File: src/rtl/tlb_repl_ctrl.sv
// rtl/tlb_repl_ctrl.sv - 8-way TLB tree-PLRU replacement and PTW refill controller
// Optional hit/miss counters are built when TLB_REPL_PERF_EN is defined.
module tlb_repl_ctrl #(
    parameter int NWAYS = 8
) (
    input  logic                     clk,
    input  logic                     rst_n,
    input  logic                     lookup_valid,
    input  logic [NWAYS-1:0]         lookup_hit,
    input  logic                     flush,
    output logic                     busy,
    output logic                     ptw_req_valid,
    input  logic                     ptw_req_ready,
    input  logic                     ptw_resp_valid,
    input  logic                     ptw_resp_err,
    output logic                     fill_valid,
    output logic [$clog2(NWAYS)-1:0] fill_way,
    output logic                     fault,
    output logic [NWAYS-1:0]         valid_vec,
    output logic [7:0]               plru_state
`ifdef TLB_REPL_PERF_EN
    ,
    output logic [31:0]              hit_count,
    output logic [31:0]              miss_count
`endif
);

    typedef enum logic [1:0] {
        ST_IDLE = 2'd0,
        ST_REQ  = 2'd1,
        ST_WAIT = 2'd2,
        ST_FILL = 2'd3
    } state_t;

    state_t     state_q, state_d;
    logic [7:0] valid_q, valid_d;
    logic [7:0] plru_q, plru_d;
    logic [2:0] fill_way_q, fill_way_d;
    logic       fault_q, fault_d;
    logic [2:0] hit_way;
    logic [2:0] victim_way;

    // Tree nodes live at indices 1..7, so bit 0 is never written.
    function automatic logic [7:0] plru_touch(input logic [7:0] s, input logic [2:0] w);
        logic [7:0] r;
        r = s;
        r[1]                  = ~w[2];
        r[{2'b01, w[2]}]      = ~w[1];
        r[{1'b1, w[2], w[1]}] = ~w[0];
        return r;
    endfunction

    function automatic logic [2:0] pick_victim(input logic [7:0] s, input logic [7:0] v);
        logic       b2;
        logic       b1;
        logic       b0;
        logic [2:0] res;
        b2  = s[1];
        b1  = s[{2'b01, b2}];
        b0  = s[{1'b1, b2, b1}];
        res = {b2, b1, b0};
        for (int i = 7; i >= 0; i--) begin
            if (!v[i]) begin
                res = i[2:0];
            end
        end
        return res;
    endfunction

    always_comb begin
        hit_way    = {|lookup_hit[7:4],
                      |{lookup_hit[7:6], lookup_hit[3:2]},
                      |{lookup_hit[7], lookup_hit[5], lookup_hit[3], lookup_hit[1]}};
        victim_way = pick_victim(plru_q, valid_q);
    end

    always_comb begin
        state_d    = state_q;
        valid_d    = valid_q;
        plru_d     = plru_q;
        fill_way_d = fill_way_q;
        fault_d    = 1'b0;
        case (state_q)
            ST_IDLE: begin
                if (lookup_valid) begin
                    if (|lookup_hit) begin
                        plru_d = plru_touch(plru_q, hit_way);
                    end else begin
                        fill_way_d = victim_way;
                        state_d    = ST_REQ;
                    end
                end
            end
            ST_REQ: begin
                if (ptw_req_ready) begin
                    state_d = ST_WAIT;
                end
            end
            ST_WAIT: begin
                if (ptw_resp_valid) begin
                    if (ptw_resp_err) begin
                        fault_d = 1'b1;
                        state_d = ST_IDLE;
                    end else begin
                        state_d = ST_FILL;
                    end
                end
            end
            ST_FILL: begin
                valid_d[fill_way_q] = 1'b1;
                plru_d              = plru_touch(plru_q, fill_way_q);
                state_d             = ST_IDLE;
            end
            default: state_d = ST_IDLE;
        endcase
        // Flush wins over everything, including a lookup in the same cycle.
        if (flush) begin
            state_d = ST_IDLE;
            valid_d = '0;
            plru_d  = '0;
            fault_d = 1'b0;
        end
    end

    always_ff @(posedge clk or negedge rst_n) begin
        if (!rst_n) begin
            state_q    <= ST_IDLE;
            valid_q    <= '0;
            plru_q     <= '0;
            fill_way_q <= '0;
            fault_q    <= 1'b0;
        end else begin
            state_q    <= state_d;
            valid_q    <= valid_d;
            plru_q     <= plru_d;
            fill_way_q <= fill_way_d;
            fault_q    <= fault_d;
        end
    end

    assign busy          = (state_q != ST_IDLE);
    assign ptw_req_valid = (state_q == ST_REQ);
    assign fill_valid    = (state_q == ST_FILL);
    assign fill_way      = fill_way_q;
    assign fault         = fault_q;
    assign valid_vec     = valid_q;
    assign plru_state    = plru_q;

`ifdef TLB_REPL_PERF_EN
    logic [31:0] hit_count_q, hit_count_d;
    logic [31:0] miss_count_q, miss_count_d;
    logic        lookup_acc;

    always_comb begin
        lookup_acc   = !flush && (state_q == ST_IDLE) && lookup_valid;
        hit_count_d  = hit_count_q;
        miss_count_d = miss_count_q;
        if (lookup_acc && (|lookup_hit)) begin
            hit_count_d = hit_count_q + 32'd1;
        end
        if (lookup_acc && !(|lookup_hit)) begin
            miss_count_d = miss_count_q + 32'd1;
        end
    end

    always_ff @(posedge clk or negedge rst_n) begin
        if (!rst_n) begin
            hit_count_q  <= '0;
            miss_count_q <= '0;
        end else begin
            hit_count_q  <= hit_count_d;
            miss_count_q <= miss_count_d;
        end
    end

    assign hit_count  = hit_count_q;
    assign miss_count = miss_count_q;
`endif

endmodule

File: config.mk
export PLATFORM = sky130hd
export DESIGN_NAME = tlb_repl_ctrl
export DESIGN_NICKNAME = d
export VERILOG_FILES = /design/src/rtl/tlb_repl_ctrl.sv
export SDC_FILE = /design/constraint.sdc
export NUM_CORES = 1
export LEC_CHECK = 0
export ABC_AREA = 1
export CAP_MARGIN = 0
export CORE_MARGIN = 8
export CORE_UTILIZATION = 47
export DETAILED_ROUTE_END_ITERATION = 16
export PLACE_DENSITY = 0.79
export SLEW_MARGIN = 40
export SYNTH_ARGS = -nofsm -noshare
export SYNTH_HDL_FRONTEND = slang
export SYNTH_SLANG_ARGS = --single-unit
File: constraint.sdc
create_clock -name clk -period 1.6 [get_ports clk]
set_input_delay 0.4 -clock clk [delete_from_list [all_inputs] [get_ports clk]]
set_output_delay 0.4 -clock clk [all_outputs]
set_load 0.05 [all_outputs]
Word-level counts from Yosys, hierarchy flattened:

Cells that the tools add are included.
Widths: inputs -> output; s select.

* output and inout port bits: 23
* word-level logic and storage cells: 92
* bits of input ports: 15
* bits in registers: 22

* mux-type cells: 43
* equal/unequal tests: 8
* order comparisons: 12
* bitwise logic cells: 8
* reductions and logical operators: 16

Operators with widths (number)
* $mux 8: 5
* $bwmux 8: 4
* $mux 3: 8
* $lt 3x4->1 const B: 4
* $pmux 8 s2: 1
* $lt 2x4->1 const B: 3
* $mux 1: 12
* $mux 2: 6
* $ne 3x3->1 const B: 4
* $reduce_or 4->1: 3
* $ge 3x1->1 const B: 3
* $or 8x8->8: 1
* $pmux 2 s4: 1
* $reduce_or 8->1: 1
* $not 1->1: 7
* $reduce_and 3->1: 2
* $logic_and 1x1->1: 5
* $demux 1 s2: 2
* $eq 2x2->1 const B: 2
* $ge 2x1->1 const B: 2
* $reduce_and 4->1: 1
* $reduce_bool 2->1: 2
* $demux 1 s3: 1
* $ne 3x2->1 const B: 1
* other kinds (5): 6

Depth between registers and ports, before layout:

* depth after elaboration: 12
* depth in mapped cells: 12
* depth with buffers taken out: 12

Worst setup path after synthesis:

No wires, ideal clock.

* kind: register to register
* start: reg plru_q[1] (netlist: plru_state[1])
* end: reg fill_way_q[0] (netlist: fill_way[0])
* path buffers: 0
* stages on the path, launching flop included: 12
* clock period less this slack: 1.529 ns
* data arrival time: 1.411 ns
* path slack: 0.071 ns
* setup time: 0.118 ns
* data required time: 1.482 ns
* cell sequence: dfrtp_1 -> nor2_1 -> a21oi_1 -> nand3_1 -> nand2_1 -> nand2_1 -> nand2_1 -> nand2_1 -> nand2_1 -> nand2_1 -> nand2_1 -> nand2_1

* word-level cells in the longest chain between the ends: 12

Ends and longest elaborated chain
* from (decl): line 37 `logic [7:0] plru_q, plru_d;`
* from (signal assigned): line 135 `plru_q <= plru_d;`
* $mux 1 (implied by the code) (2 in series): line 59 `b1 = s[{2'b01, b2}];`
* $bmux 1 s2 (*): line 60 `b0 = s[{1'b1, b2, b1}];`
* $mux 1 (implied by the code) (*): line 60
* $mux 3 (*) (8 in series): line 63 `if (!v[i]) begin`
* to (signal assigned): line 136 `fill_way_q <= fill_way_d;`
* to (decl): line 38 `logic [2:0] fill_way_q, fill_way_d;`

Every way passes the cells marked *; elsewhere a longest branch is shown, timed or not. The select of a mux whose other input is x is not followed.
A chain may end at the register's enable or synchronous reset.

Worst setup path in the final report:

* start: reg state_q[0]
* end: out fill_valid

* word-level cells in the longest chain between the ends: 1

Ends and longest elaborated chain
* from (decl): line 35 `state_t state_q, state_d;`
* from (signal assigned): line 133 `state_q <= state_d;`
* $eq 2x2->1: line 143 `assign fill_valid = (state_q == ST_FILL);`
* to (decl): line 16 `output logic fill_valid,`

No other way between the ends.

==> run summary <==
STA
--------------------------------------------------------------------------------
RSZ-0062 raised after global routing                                         yes
Final cycle utilization of the critical path                               98.6%
Final setup viols                                                              0
Shortest clock period the worst path allows after layout                 1.58 ns
Final Hold Fails                                                               0
WHS                                                                     0.406 ns
Clock tree skew after final layout                                     0.0185 ns
Total count of max-transition violations in the final report                   0
Achievable clock frequency                                             0.634 GHz

SYNTH
--------------------------------------------------------------------------------
Yosys warning total                                                            0
Cell type with the largest total area after synthesis               sky130_fd_sc_hd__dfrtp_1
Share of the synthesized area in the top cell type                         40.4%
Synthesized cell area                                                  1300 um^2
Average cell area after synthesis                                      7.74 um^2
Synthesized instance count                                                   168
Unique cell type count in the Yosys netlist                                   32
Synthesized netlist net count                                                183
Flip-flop and latch count after synthesis                                     21
Share of the yosys chip area belonging to registers                        40.4%
Largest cells by area after synthesis                               sky130_fd_sc_hd__dfrtp_1 40%, sky130_fd_sc_hd__nand2_1 11%, sky130_fd_sc_hd__inv_1 5.5%

DIE
--------------------------------------------------------------------------------
Row cnt                                                                       19
Full die area                                                          4700 um^2
Number of top-level pins                                                      38
Std-Cell Core Area                                                     2690 um^2
Horizontal die dimension                                                 68.6 um
Initial core utilization                                                   48.4%
Vertical extent of the die                                               68.6 um

DETAILED ROUTING
--------------------------------------------------------------------------------
Starting DRT DRC Count                                                        84
Mean routed wirelength per cell                                          15.5 um
Via density per instance                                                    5.56
DRC Markers                                                                    0
WL final                                                                 3.93 mm
DRT antenna net count                                                          0
Count of TritonRoute iterations in the first routing pass                      5
Vias                                                                        1407

WORST SETUP PATH
--------------------------------------------------------------------------------
Delay of the slowest critical-path stage                                 0.47 ns
Highest fanout seen on the critical path                                       7
Critical path arrival                                                    1.18 ns
Crit Path Class                                                     flop to primary output
CP max stage cell                                                   sky130_fd_sc_hd__dfrtp_2
Nature of the critical path endpoint                                primary output
Element type at the critical path start                                     flop
Data required, critical path                                             1.20 ns
Reg2Reg Setup Slack                                                      0.16 ns
Cell-by-cell listing of the critical path                           nand2_4 -> clkinv_8 -> buf_12

PWR
--------------------------------------------------------------------------------
Static power due to leakage                                          0.000972 uW
Reported net switching power                                              701 uW
Total power density per cell area                                    826 nW/um^2
Int Pwr                                                                  1020 uW
Clock power share                                                          15.6%
Gate power share                                                           46.9%
Sw Share                                                                   40.8%
Peak supply drop                                                          760 uV
Share of total power in sequential cells                                   37.5%

CLOCK NETWORK
--------------------------------------------------------------------------------
Clock transition at the registers of the reported paths                  0.13 ns
Root buf cell                                                       sky130_fd_sc_hd__clkbuf_4
CTS tree                                                                   built
H-tree depth                                                                   1
Bufs on Longest Clock Path                                                     2
Number of clock buffers inserted by TritonCTS                                  3
Count of hold-fix buffers inserted at cts                                      0
Insertion delay to the later sink of the worst-skew pair                 0.32 ns
Clock tree sinks                                                              21

FINAL LAYOUT
--------------------------------------------------------------------------------
Share of layout cells above drive strength 1                               30.6%
Final standard cell count with taps included and fillers excluded            253
Top library cells by usage in the layout, fill and taps aside       39 x sky130_fd_sc_hd__nand2_1, 22 x sky130_fd_sc_hd__buf_12, 19 x sky130_fd_sc_hd__dfrtp_1
Number of antenna cells inserted                                               0
Nets                                                                         238
Leading cell type in the layout, fill and taps excluded             sky130_fd_sc_hd__nand2_1
Final core area utilization                                                77.5%
Growth of design area from synthesis to finish                             60.2%

HOLD PATH
--------------------------------------------------------------------------------
Tightest Hold Check Type                                            primary input to asynchronous set/reset pin

GLOBAL ROUTING
--------------------------------------------------------------------------------
Largest net degree at the start of global routing                             22
Residual overflow from global routing                                          0
Number of antenna violations at the first check in global routing              0
Vias in the first global route                                              1420
First-pass GRT wire length                                               6.29 mm
Global-route total usage across every layer                                17.6%

STATUS
--------------------------------------------------------------------------------
Run status                                                          complete, no violations

PLACEMENT
--------------------------------------------------------------------------------
Port Buffers                                                                  36
Total instance count after detailed placement                                247
Global placer's final weighted congestion                                  0.879
HPWL after DPL                                                           3.07 mm

RUN
--------------------------------------------------------------------------------
Maxcap violations                                                              0

## cell type report
cell class              instances  area [um^2]
inverters                      22          100
flip-flops and latches         21          528
repair buffers                 53          721
multi-input cells             122          668
well taps                      31         38.8
fillers                       164          604
clock buffers                   4         26.3
## registers in the layout, indices dropped and copies added, names as in the netlist
name / cells
plru_state: 7
state_q: 2
valid_vec: 8
fault: 1
fill_way: 3
## layer usage
| metal | track usage (%) | wire length (um) | vias to the layer above |
|---|---|---|---|
| met5 | 0 | 0 | - |
| met4 | 8.95 | 117 | 0 |
| met3 | 2.91 | 232 | 10 |
| met2 | 30.5 | 2040 | 67 |
| met1 | 20.4 | 1540 | 664 |
| li1 | - | - | 666 |
## critical path, delay by kind of cell (launching register included)
kind,cells,cell delay (ns)
flip-flops,1,0.47
buffers and inverters,2,0.25
AND/OR/NAND/NOR,1,0.15
## final timing paths
| kind | startpoint | to | cells after the start |
|---|---|---|---|
| max | state_q[0] | fill_valid | 3 |
| min | rst_n | fill_way[1] | 2 |
| max reg2reg | state_q[0] | plru_state[7] | 8 |
| min reg2reg | plru_state[4] | plru_state[4] | 2 |
| max in group asynchronous | rst_n | state_q[0] | 2 |
| min in group clk | lookup_hit[1] | plru_state[4] | 6 |
## power by group through the flow
stage               Combinational, uW  Sequential [uW]  Clock, uW
floorplan                         343              713          0
global placement                  748              646          0
detailed placement                764              646          0
CTS                               770              641        270
global route                      853              652        297
finish                            807              645        268
## metrics by stage
stage	area (um^2)	total power, uW	setup slack (ns)	TNS (ns)
after global placement	2010	1390	-0.177	-1.91
after global routing	2080	1800	-0.0309	-0.0401
final	2080	1720	0.0222	0
after detailed placement	2010	1410	-0.281	-2.81
after CTS	2050	1680	0.00705	0
after floorplan	1300	1060	0.0706	0
## timing repair
action | 4_1_cts | 5_1_grt
setup endpoints to repair | 1 | 9
pin swaps | 0 | 6
gates resized for setup | 2 | 10
setup buffers | 0 | 2
gates cloned | 0 | 0
## synthesized netlist by cell type
cell	instances
sky130_fd_sc_hd__nand2_1	39
sky130_fd_sc_hd__dfrtp_1	21
sky130_fd_sc_hd__inv_1	19
sky130_fd_sc_hd__nor2_1	16
sky130_fd_sc_hd__nand3_1	14
sky130_fd_sc_hd__a21oi_1	6
sky130_fd_sc_hd__nor2_2	6
sky130_fd_sc_hd__o21ai_1	6
sky130_fd_sc_hd__o21ai_0	4
sky130_fd_sc_hd__nand2_4	3
sky130_fd_sc_hd__nor2_4	3
sky130_fd_sc_hd__nor3_1	3
sky130_fd_sc_hd__o211ai_1	3
sky130_fd_sc_hd__a31oi_1	2
sky130_fd_sc_hd__buf_4	2
sky130_fd_sc_hd__nand4_1	2
sky130_fd_sc_hd__o211ai_2	2
sky130_fd_sc_hd__o21a_1	2
sky130_fd_sc_hd__o21ai_2	2
sky130_fd_sc_hd__a21o_1	1
sky130_fd_sc_hd__a21oi_4	1
sky130_fd_sc_hd__clkbuf_1	1
sky130_fd_sc_hd__clkinv_8	1
sky130_fd_sc_hd__conb_1	1
sky130_fd_sc_hd__inv_2	1
sky130_fd_sc_hd__inv_4	1
sky130_fd_sc_hd__nand3_2	1
sky130_fd_sc_hd__nand3b_1	1
sky130_fd_sc_hd__o31a_1	1
sky130_fd_sc_hd__o31ai_1	1
sky130_fd_sc_hd__o32ai_1	1
sky130_fd_sc_hd__or2_1	1
## cells by family after synthesis
kind of cell	count (synthesis)	share of synthesized area, %
AOI/OAI and AO/OA	32	17.0
buffers and inverters	25	8.95
DFF	21	40.4
other	1	0.288
and+or+nand+nor	89	33.3
No activity file was read; power rests on OpenSTA's default activity.
